File: src/rtl/ram_stream_reader.sv
// Streams a contiguous block of RAM words out on a valid/ready port.
// A 2-entry buffer hides the one-cycle RAM read latency.
module ram_stream_reader #(
  parameter int WIDTH       = 32,
  parameter int DEPTH       = 1024,
  parameter int INDEX_WIDTH = $clog2(DEPTH)
) (
  input  logic                   clock,
  input  logic                   reset_n,
  input  logic                   start,
  input  logic [INDEX_WIDTH-1:0] base_index,
  input  logic [INDEX_WIDTH:0]   count,
  output logic                   busy,
  output logic                   done,
  output logic                   ram_read_enable,
  output logic [INDEX_WIDTH-1:0] ram_read_index,
  input  logic [WIDTH-1:0]       ram_read_data,
  output logic                   out_valid,
  input  logic                   out_ready,
  output logic [WIDTH-1:0]       out_data,
  output logic                   out_last
);

  localparam int CW = INDEX_WIDTH + 1;
  localparam logic [CW-1:0] CNT_ONE  = CW'(1);
  localparam logic [CW-1:0] CNT_ZERO = {CW{1'b0}};

  typedef enum logic [1:0] {
    ST_IDLE   = 2'd0,
    ST_STREAM = 2'd1,
    ST_DONE   = 2'd2
  } state_t;

  state_t                 state_q, state_d;
  logic [INDEX_WIDTH-1:0] base_q, base_d;
  logic [CW-1:0]          count_q, count_d;
  logic [CW-1:0]          issued_q, issued_d;
  logic [CW-1:0]          sent_q, sent_d;
  logic                   in_flight_q, in_flight_d;
  logic [1:0]             occ_q, occ_d;
  logic                   head_q, head_d;
  logic [WIDTH-1:0]       buf0_q, buf0_d;
  logic [WIDTH-1:0]       buf1_q, buf1_d;

  logic                   pop_s;
  logic                   push_s;
  logic                   issue_s;
  logic                   tail_s;
  logic                   out_valid_s;
  logic                   out_last_s;
  logic [2:0]             room_s;

  assign out_valid_s = (occ_q != 2'd0);
  assign out_last_s  = out_valid_s && (sent_q == (count_q - CNT_ONE));
  assign pop_s       = out_valid_s && out_ready;
  // A read in flight always lands in the buffer; the RAM data is ignored otherwise.
  assign push_s      = in_flight_q;
  assign tail_s      = head_q ^ occ_q[0];
  assign room_s      = {1'b0, occ_q} + {2'b00, in_flight_q};
  assign issue_s     = (state_q == ST_STREAM) && (issued_q < count_q) &&
                       (room_s < (3'd2 + {2'b00, pop_s}));

  assign busy            = (state_q == ST_STREAM);
  assign done            = (state_q == ST_DONE);
  assign ram_read_enable = issue_s;
  assign ram_read_index  = issue_s ? (base_q + issued_q[INDEX_WIDTH-1:0]) : {INDEX_WIDTH{1'b0}};
  assign out_valid       = out_valid_s;
  assign out_last        = out_last_s;
  assign out_data        = out_valid_s ? (head_q ? buf1_q : buf0_q) : {WIDTH{1'b0}};

  // Command FSM plus issue/delivery counters.
  always_comb begin
    state_d     = state_q;
    base_d      = base_q;
    count_d     = count_q;
    issued_d    = issue_s ? (issued_q + CNT_ONE) : issued_q;
    sent_d      = pop_s ? (sent_q + CNT_ONE) : sent_q;
    in_flight_d = issue_s;
    case (state_q)
      ST_IDLE: begin
        if (start) begin
          base_d   = base_index;
          count_d  = count;
          issued_d = CNT_ZERO;
          sent_d   = CNT_ZERO;
          if (count == CNT_ZERO) begin
            state_d = ST_DONE;
          end else begin
            state_d = ST_STREAM;
          end
        end else begin
          state_d = ST_IDLE;
        end
      end
      ST_STREAM: begin
        if (pop_s && out_last_s) begin
          state_d = ST_DONE;
        end else begin
          state_d = ST_STREAM;
        end
      end
      ST_DONE: begin
        state_d = ST_IDLE;
      end
      default: begin
        state_d = ST_IDLE;
      end
    endcase
  end

  // Two-entry circular buffer: push at tail, pop at head, both may happen together.
  always_comb begin
    occ_d  = occ_q + {1'b0, push_s} - {1'b0, pop_s};
    head_d = pop_s ? ~head_q : head_q;
    buf0_d = buf0_q;
    buf1_d = buf1_q;
    if (push_s) begin
      if (tail_s) begin
        buf1_d = ram_read_data;
      end else begin
        buf0_d = ram_read_data;
      end
    end else begin
      buf0_d = buf0_q;
      buf1_d = buf1_q;
    end
  end

  // State and datapath registers.
  always_ff @(posedge clock or negedge reset_n) begin
    if (!reset_n) begin
      state_q     <= ST_IDLE;
      base_q      <= {INDEX_WIDTH{1'b0}};
      count_q     <= CNT_ZERO;
      issued_q    <= CNT_ZERO;
      sent_q      <= CNT_ZERO;
      in_flight_q <= 1'b0;
      occ_q       <= 2'd0;
      head_q      <= 1'b0;
      buf0_q      <= {WIDTH{1'b0}};
      buf1_q      <= {WIDTH{1'b0}};
    end else begin
      state_q     <= state_d;
      base_q      <= base_d;
      count_q     <= count_d;
      issued_q    <= issued_d;
      sent_q      <= sent_d;
      in_flight_q <= in_flight_d;
      occ_q       <= occ_d;
      head_q      <= head_d;
      buf0_q      <= buf0_d;
      buf1_q      <= buf1_d;
    end
  end

endmodule
File: config.mk
export PLATFORM = sky130hd
export DESIGN_NAME = ram_stream_reader
export DESIGN_NICKNAME = d
export VERILOG_FILES = /design/src/rtl/ram_stream_reader.sv
export SDC_FILE = /design/constraint.sdc
export NUM_CORES = 1
export LEC_CHECK = 0
export ABC_AREA = 1
export CORE_UTILIZATION = 50
export DETAILED_ROUTE_END_ITERATION = 12
export PLACE_DENSITY_LB_ADDON = 0.25
export RECOVER_POWER = 100
export SLEW_MARGIN = 10
export SYNTH_ARGS = -nofsm -noshare
export SYNTH_HDL_FRONTEND = slang
export SYNTH_SLANG_ARGS = --single-unit
File: constraint.sdc
create_clock -name clock -period 4 [get_ports clock]
set_input_delay 0.6 -clock clock [delete_from_list [all_inputs] [get_ports clock]]
set_output_delay 0.6 -clock clock [all_outputs]
set_load 0.02 [all_outputs]
==> results of run 1 <==
## how the worst max path moves through the flow
stage	startpoint	end	slack, ns	depth (start not counted)
6_report	out_ready	ram_read_index[2]	0.28	11
5_1_grt	count_q[7]	ram_read_index[3]	0.12	12
4_1_cts	out_ready	ram_read_index[2]	0.42	11
3_5_place_dp	out_ready	ram_read_index[2]	0.45	11
3_3_place_gp	out_ready	ram_read_index[2]	0.50	11
2_1_floorplan	out_ready	ram_read_index[2]	1.31	9
## tightest hold or removal path, cell delays in order (launching register included)
cell and delay [ns]:
dfrtp_1 0.34, nand2_1 0.06, nand2_1 0.05
## per-layer routing
metal	share of wire, %	wire length, µm
met2	49	7340
met1	44	6510
met4	2.3	345
met5	0	0
met3	4.6	678
## cell usage after synthesis (3+ instances only)
cell type  instances
mux2_2            32
nor3_1             3
a21oi_1           63
nand3_1           31
nand4_1           11
nor2_1            61
xor2_1            13
nand2_1          180
inv_1             99
xnor2_1            8
o21ai_0           93
ha_1              26
o21bai_1           4
buf_2              4
dfrtp_1          113
clkbuf_1          20
## registers in the layout, summed over array words and instances, names as in the netlist
name         flops
base_q          10
buf0_q          32
buf1_q          32
count_q         11
head_q           1
in_flight_q      1
issued_q        11
occ_q            2
sent_q          11
state_q          2
## power groups by stage
stage          Combinational (mW)  Clock (mW)  Sequential (mW)
2_1_floorplan                3.00           0             1.93
3_3_place_gp                 4.22           0             2.05
3_5_place_dp                 4.37           0             2.08
4_1_cts                      4.41        1.45             2.08
5_1_grt                      4.69        1.51             2.15
6_report                     4.22        1.43             2.08
## per-stage QoR
step           util, %  setup slack, ns  cells  power (mW)
2_1_floorplan        -             1.31    782        4.93
6_report          66.0            0.282   1065        7.73
3_3_place_gp      61.7            0.497   1035        6.27
5_1_grt           66.0            0.117   1065        8.36
3_5_place_dp      61.7            0.446   1035        6.45
4_1_cts           66.3            0.420   1065        7.94
## layout by cell type, fill, tap and decap left out, drive strengths merged, types with 8 or more instances in the layout
cell,synthesis,final
a21oi,64,64
clkbuf,20,24
clkdlybuf4s50,0,55
dfrtp,113,113
dlygate4sd3,0,47
ha,26,26
inv,100,100
mux2,32,32
nand2,180,180
nand3,32,32
nand4,11,11
nor2,63,63
o21ai,93,93
xnor2,8,8
xor2,13,13
## logic make-up (layout without fill, tap and decap cells)
logic type	after synthesis	count (layout)	share of synthesized area, %
XOR/XNOR	21	21	2.92
flip-flops	113	113	44.9
AND/OR/NAND/NOR	296	296	19.5
AO/OA/AOI/OAI	164	164	13.5
multiplexers	32	32	5.72
buffers and inverters	129	244	8.06
adder cells (fa/ha/maj)	27	27	5.48
## final cells by class
type                    count  area (µm²)
clock buffers              19         443
clock inverters            11         116
fillers                  1001        4140
inverters                 101         379
multi-input cells         540        2960
flip-flops and latches    113        2830
well taps                 168         210
repair buffers            113        1090
==> flow_summary.toml, run 1 <==
[status]
status = "finished with violations"
violations = "max-capacitance violations, max-slew violations"

[clock_tree]
htree_levels = 4
root_buffer = "clkbuf_16"
clkSinkCount = 113
clockBufferDepth = 2
cts_tree = "built"
cts-resized-gates = 0
worstSkewPairLatency_ns = 0.41
post_cts_buffers = 0
cts.clk_slew.worst_paths_ns = 0.05
cts_buffers = 17
cts_hold_buf = 0

[timing]
fmax_mhz = 269
finalCriticalPeriod_ns = 3.72
slew-limit-headroom_pct = -38.6
hold_violations = 0
finalMaxSlewViolations = 233
period_share_pct = 93.0
whs_ns = 0.487
rsz0062_at_grt = "no"
setup_tns_ns = 0
setup_violations = 0
skew_ns = 0.00874
worst_pin_slew_ns = 2.07

[hold_path]
hold_class = "reg -> reg"
min_path_cells = 2
min_from = "base_q[8]"
hold_end = "base_q[8]"

[logic_synthesis]
ys.flop_type = "dfrtp_1"
syn_area_um2 = 6300
synth_cells = 782
syn_nets = 866
synth-seq-area-share_pct = 44.9
synth_warnings = 0
synth_top_cell_area_share_pct = 44.9
ys_ff_latch = 113
yosys.area.top_type = "dfrtp_1"
synth_area_leaders = "dfrtp_1 (45%), nand2_1 (11%), o21ai_0 (7.4%)"
async_flop_share_pct = 100
synth.avg_cell_area_um2 = 8.06
synth_cell_type_count = 34
synth_edf_count = 0

[global_routing]
use_met1_pct = 29.7
grt_pass1_wl_um = 25200
grtUsageMet3_pct = 5.08
track_usage_pct = 24.6
grt_pass1_vias = 5505
top_usage_layer = "met2"
grt_max_degree = 73
antenna_found_initial = 0
use_met2_pct = 42.7
grt_overflow = 0

[power_and_ir_drop]
power_frac_seq_pct = 26.9
pwr-share-comb_pct = 54.6
ir_worst_vdd_v = 0.000489
p_int_mw = 4.33
p_sw_share_pct = 44.0
cellPowerDensity_nw_per_um2 = 963
p_switching_mw = 3.40
leakage_nw = 3.89
clockPowerShare_pct = 18.5

[critical_path]
end_kind = "primary output"
path_common_cell = "dlygate4sd3_1"
r2r_cells = 5
critPathTopFamily = "buffers and inverters"
cp_cell_sequence = "dlygate4sd3_1, inv_1, nor2_1, inv_2, or2_4, a21oi_4, nand3_2, clkinv_1, o21ai_0, a21oi_1, dlygate4sd3_1"
critical_path_class = "in -> out"
crit_slowest_cell = "dlygate4sd3_1"
r2r-end = "buf1_q[5]"
r2r_slack_ns = 0.57
arrival_ns = 3.12
required_ns = 3.40
path_buf_inv = 5
path_max_fanout = 11
worstSetupStartpointType = "primary input"
r2r_start = "head_q"
critPathMaxStageDelay_ns = 0.68

[routing]
drt_pass1_iterations = 5
wirelength_um = 14900
dr_total_vias = 5573
wire_per_inst_um = 14.0
drtAntennaViolNets = 0
viasPerCell = 5.23
drt_iter0_drc = 329
drc = 0

[cells_and_area]
antenna_cells = 0
syn_to_final_growth_pct = 27.4
drive_gt1_share_pct = 8.36
layout.nets = 970
design_area_um2 = 8030

[placed_design]
hpwl_um = 10300
io_buffers = 103
place_area_um2 = 7510
gp_congestion = 0.890

[floorplan]
die_x_um = 114
chipHeight_um = 114
boundaryPins = 104
die_area_um2 = 13100
core-area_um2 = 12200
initial_core_util_pct = 51.8
rows = 40

[job]
drv_cap = 5
No activity file was read; power rests on OpenSTA's default activity.
==> run 2: changes to the inputs <==
Settings changed: HOLD_SLACK_MARGIN set to 0.15.
==> results of run 2 <==
No change in the layout: final DEF, timing and power equal those of run 1.
==> run 3: changes to the inputs <==
Settings changed: REMOVE_ABC_BUFFERS set to 1.
==> flow_summary.toml, run 3 (synthesis results as in run 1) <==
[timing]
setup_violations = 0
skew_ns = 0.00495
period_share_pct = 92.6
setup_tns_ns = 0
hold_violations = 0
finalCriticalPeriod_ns = 3.70
rsz0062_at_grt = "no"
fmax_mhz = 270
finalMaxSlewViolations = 166
slew-limit-headroom_pct = -75.9
worst_pin_slew_ns = 2.64

[clock_tree]
cts_hold_buf = 0
post_cts_buffers = 0
cts.clk_slew.worst_paths_ns = 0.05
cts_tree = "built"
root_buffer = "clkbuf_16"
clockBufferDepth = 2
htree_levels = 4
cts-resized-gates = 0
worstSkewPairLatency_ns = 0.41
clkSinkCount = 113
cts_buffers = 17

[routing]
drtAntennaViolNets = 0
drt_pass1_iterations = 6
dr_total_vias = 5542
viasPerCell = 5.20
drc = 0
wirelength_um = 14900
drt_iter0_drc = 374
wire_per_inst_um = 14.0

[power_and_ir_drop]
cellPowerDensity_nw_per_um2 = 969
leakage_nw = 3.89
ir_worst_vdd_v = 0.000411

[global_routing]
grt_pass1_wl_um = 25100
track_usage_pct = 24.6
grt_overflow = 0
grt_pass1_vias = 5429
antenna_found_initial = 0
grt_max_degree = 65

[floorplan]
chipHeight_um = 114
initial_core_util_pct = 51.8
boundaryPins = 104
die_x_um = 114
die_area_um2 = 13100
rows = 40
core-area_um2 = 12200

[hold_path]
hold_end = "base_q[4]"
min_path_cells = 2
hold_class = "reg -> reg"
min_from = "base_q[4]"

[critical_path]
end_kind = "primary output"
required_ns = 3.40
arrival_ns = 3.10
r2r_slack_ns = 0.49
path_max_fanout = 35
worstSetupStartpointType = "flip-flop"
r2r_cells = 4
r2r-end = "buf1_q[29]"
r2r_start = "head_q"
critical_path_class = "reg -> out"

[job]
drv_cap = 4

[status]
status = "finished with violations"
violations = "max-capacitance violations, max-slew violations"

[cells_and_area]
reg_top3 = "buf0_q: 32 flops, buf1_q: 32 flops"
drive_gt1_share_pct = 8.47
design_area_um2 = 8060
final_common_cell = "nand2_1"
syn_to_final_growth_pct = 28.0
antenna_cells = 0
layout.nets = 969
final_cell_mix = "nand2_1 (180), dfrtp_1 (113), inv_1 (99), o21ai_0 (93), a21oi_1 (63)"
fillers = 1026

[placed_design]
hpwl_um = 10300
place_area_um2 = 7500
gp_congestion = 0.857
io_buffers = 103
run 3: worst max-delay path by stage:
stage	from	cells after the start	end	slack, ns
after floorplan	head_q	3	buf1_q[0]	0.58
after global placement	out_ready	11	ram_read_index[2]	0.51
after detailed placement	out_ready	11	ram_read_index[3]	0.45
after CTS	out_ready	11	ram_read_index[3]	0.43
after global routing	head_q	4	out_data[13]	0.10
final	head_q	4	out_data[13]	0.30
run 3: final cells by class:
| type | instances | area (µm²) | share of cell area [%] |
|---|---|---|---|
| clock buffers | 23 | 508 | 6.30 |
| inverters | 101 | 379 | 4.70 |
| flip-flops and latches | 113 | 2830 | 35.1 |
| repair buffers | 112 | 1080 | 13.4 |
| well taps | 168 | 210 | 2.61 |
| clock inverters | 8 | 101 | 1.26 |
| multi-input cells | 540 | 2960 | 36.7 |
run 3: through the flow:
| stage | total power [mW] | util, % | cells | hold WS, ns | setup WS [ns] |
|---|---|---|---|---|---|
| 3_5_place_dp | 6.44 | 61.7 | 1034 | 0.479 | 0.447 |
| 6_report | 7.81 | 66.3 | 1065 | 0.489 | 0.297 |
| 4_1_cts | 8.01 | 66.7 | 1065 | 0.224 | 0.433 |
| 3_3_place_gp | 6.28 | 61.7 | 1034 | 0.474 | 0.510 |
| 5_1_grt | 8.44 | 66.3 | 1065 | 0.511 | 0.105 |
| 2_1_floorplan | 4.79 | - | 754 | 0.304 | 0.578 |
run 3: layer usage:
metal | vias up | share of wire [%] | GRT usage (%)
met1 | 2614 | 44 | 29.6
met5 | - | 0 | 0
met2 | 162 | 49 | 42.5
met4 | 0 | 1.5 | 8.92
met3 | 20 | 5.7 | 6.09
li1 | 2746 | - | -
run 3: power breakdown:
| group | internal, mW | switching, mW | leakage [nW] |
|---|---|---|---|
| clock | 1.01 | 0.516 | 0.293 |
| combinational | 1.74 | 2.46 | 2.22 |
| sequential | 1.68 | 0.400 | 1.38 |
| total | 4.43 | 3.38 | 3.89 |
run 3: critical path, cell delays in order, from the launching register on:
cell and delay, ns:
dfrtp_1 1.03, clkbuf_2 0.62, o21ai_0 0.19, a21oi_1 0.16
dlygate4sd3_1 0.68
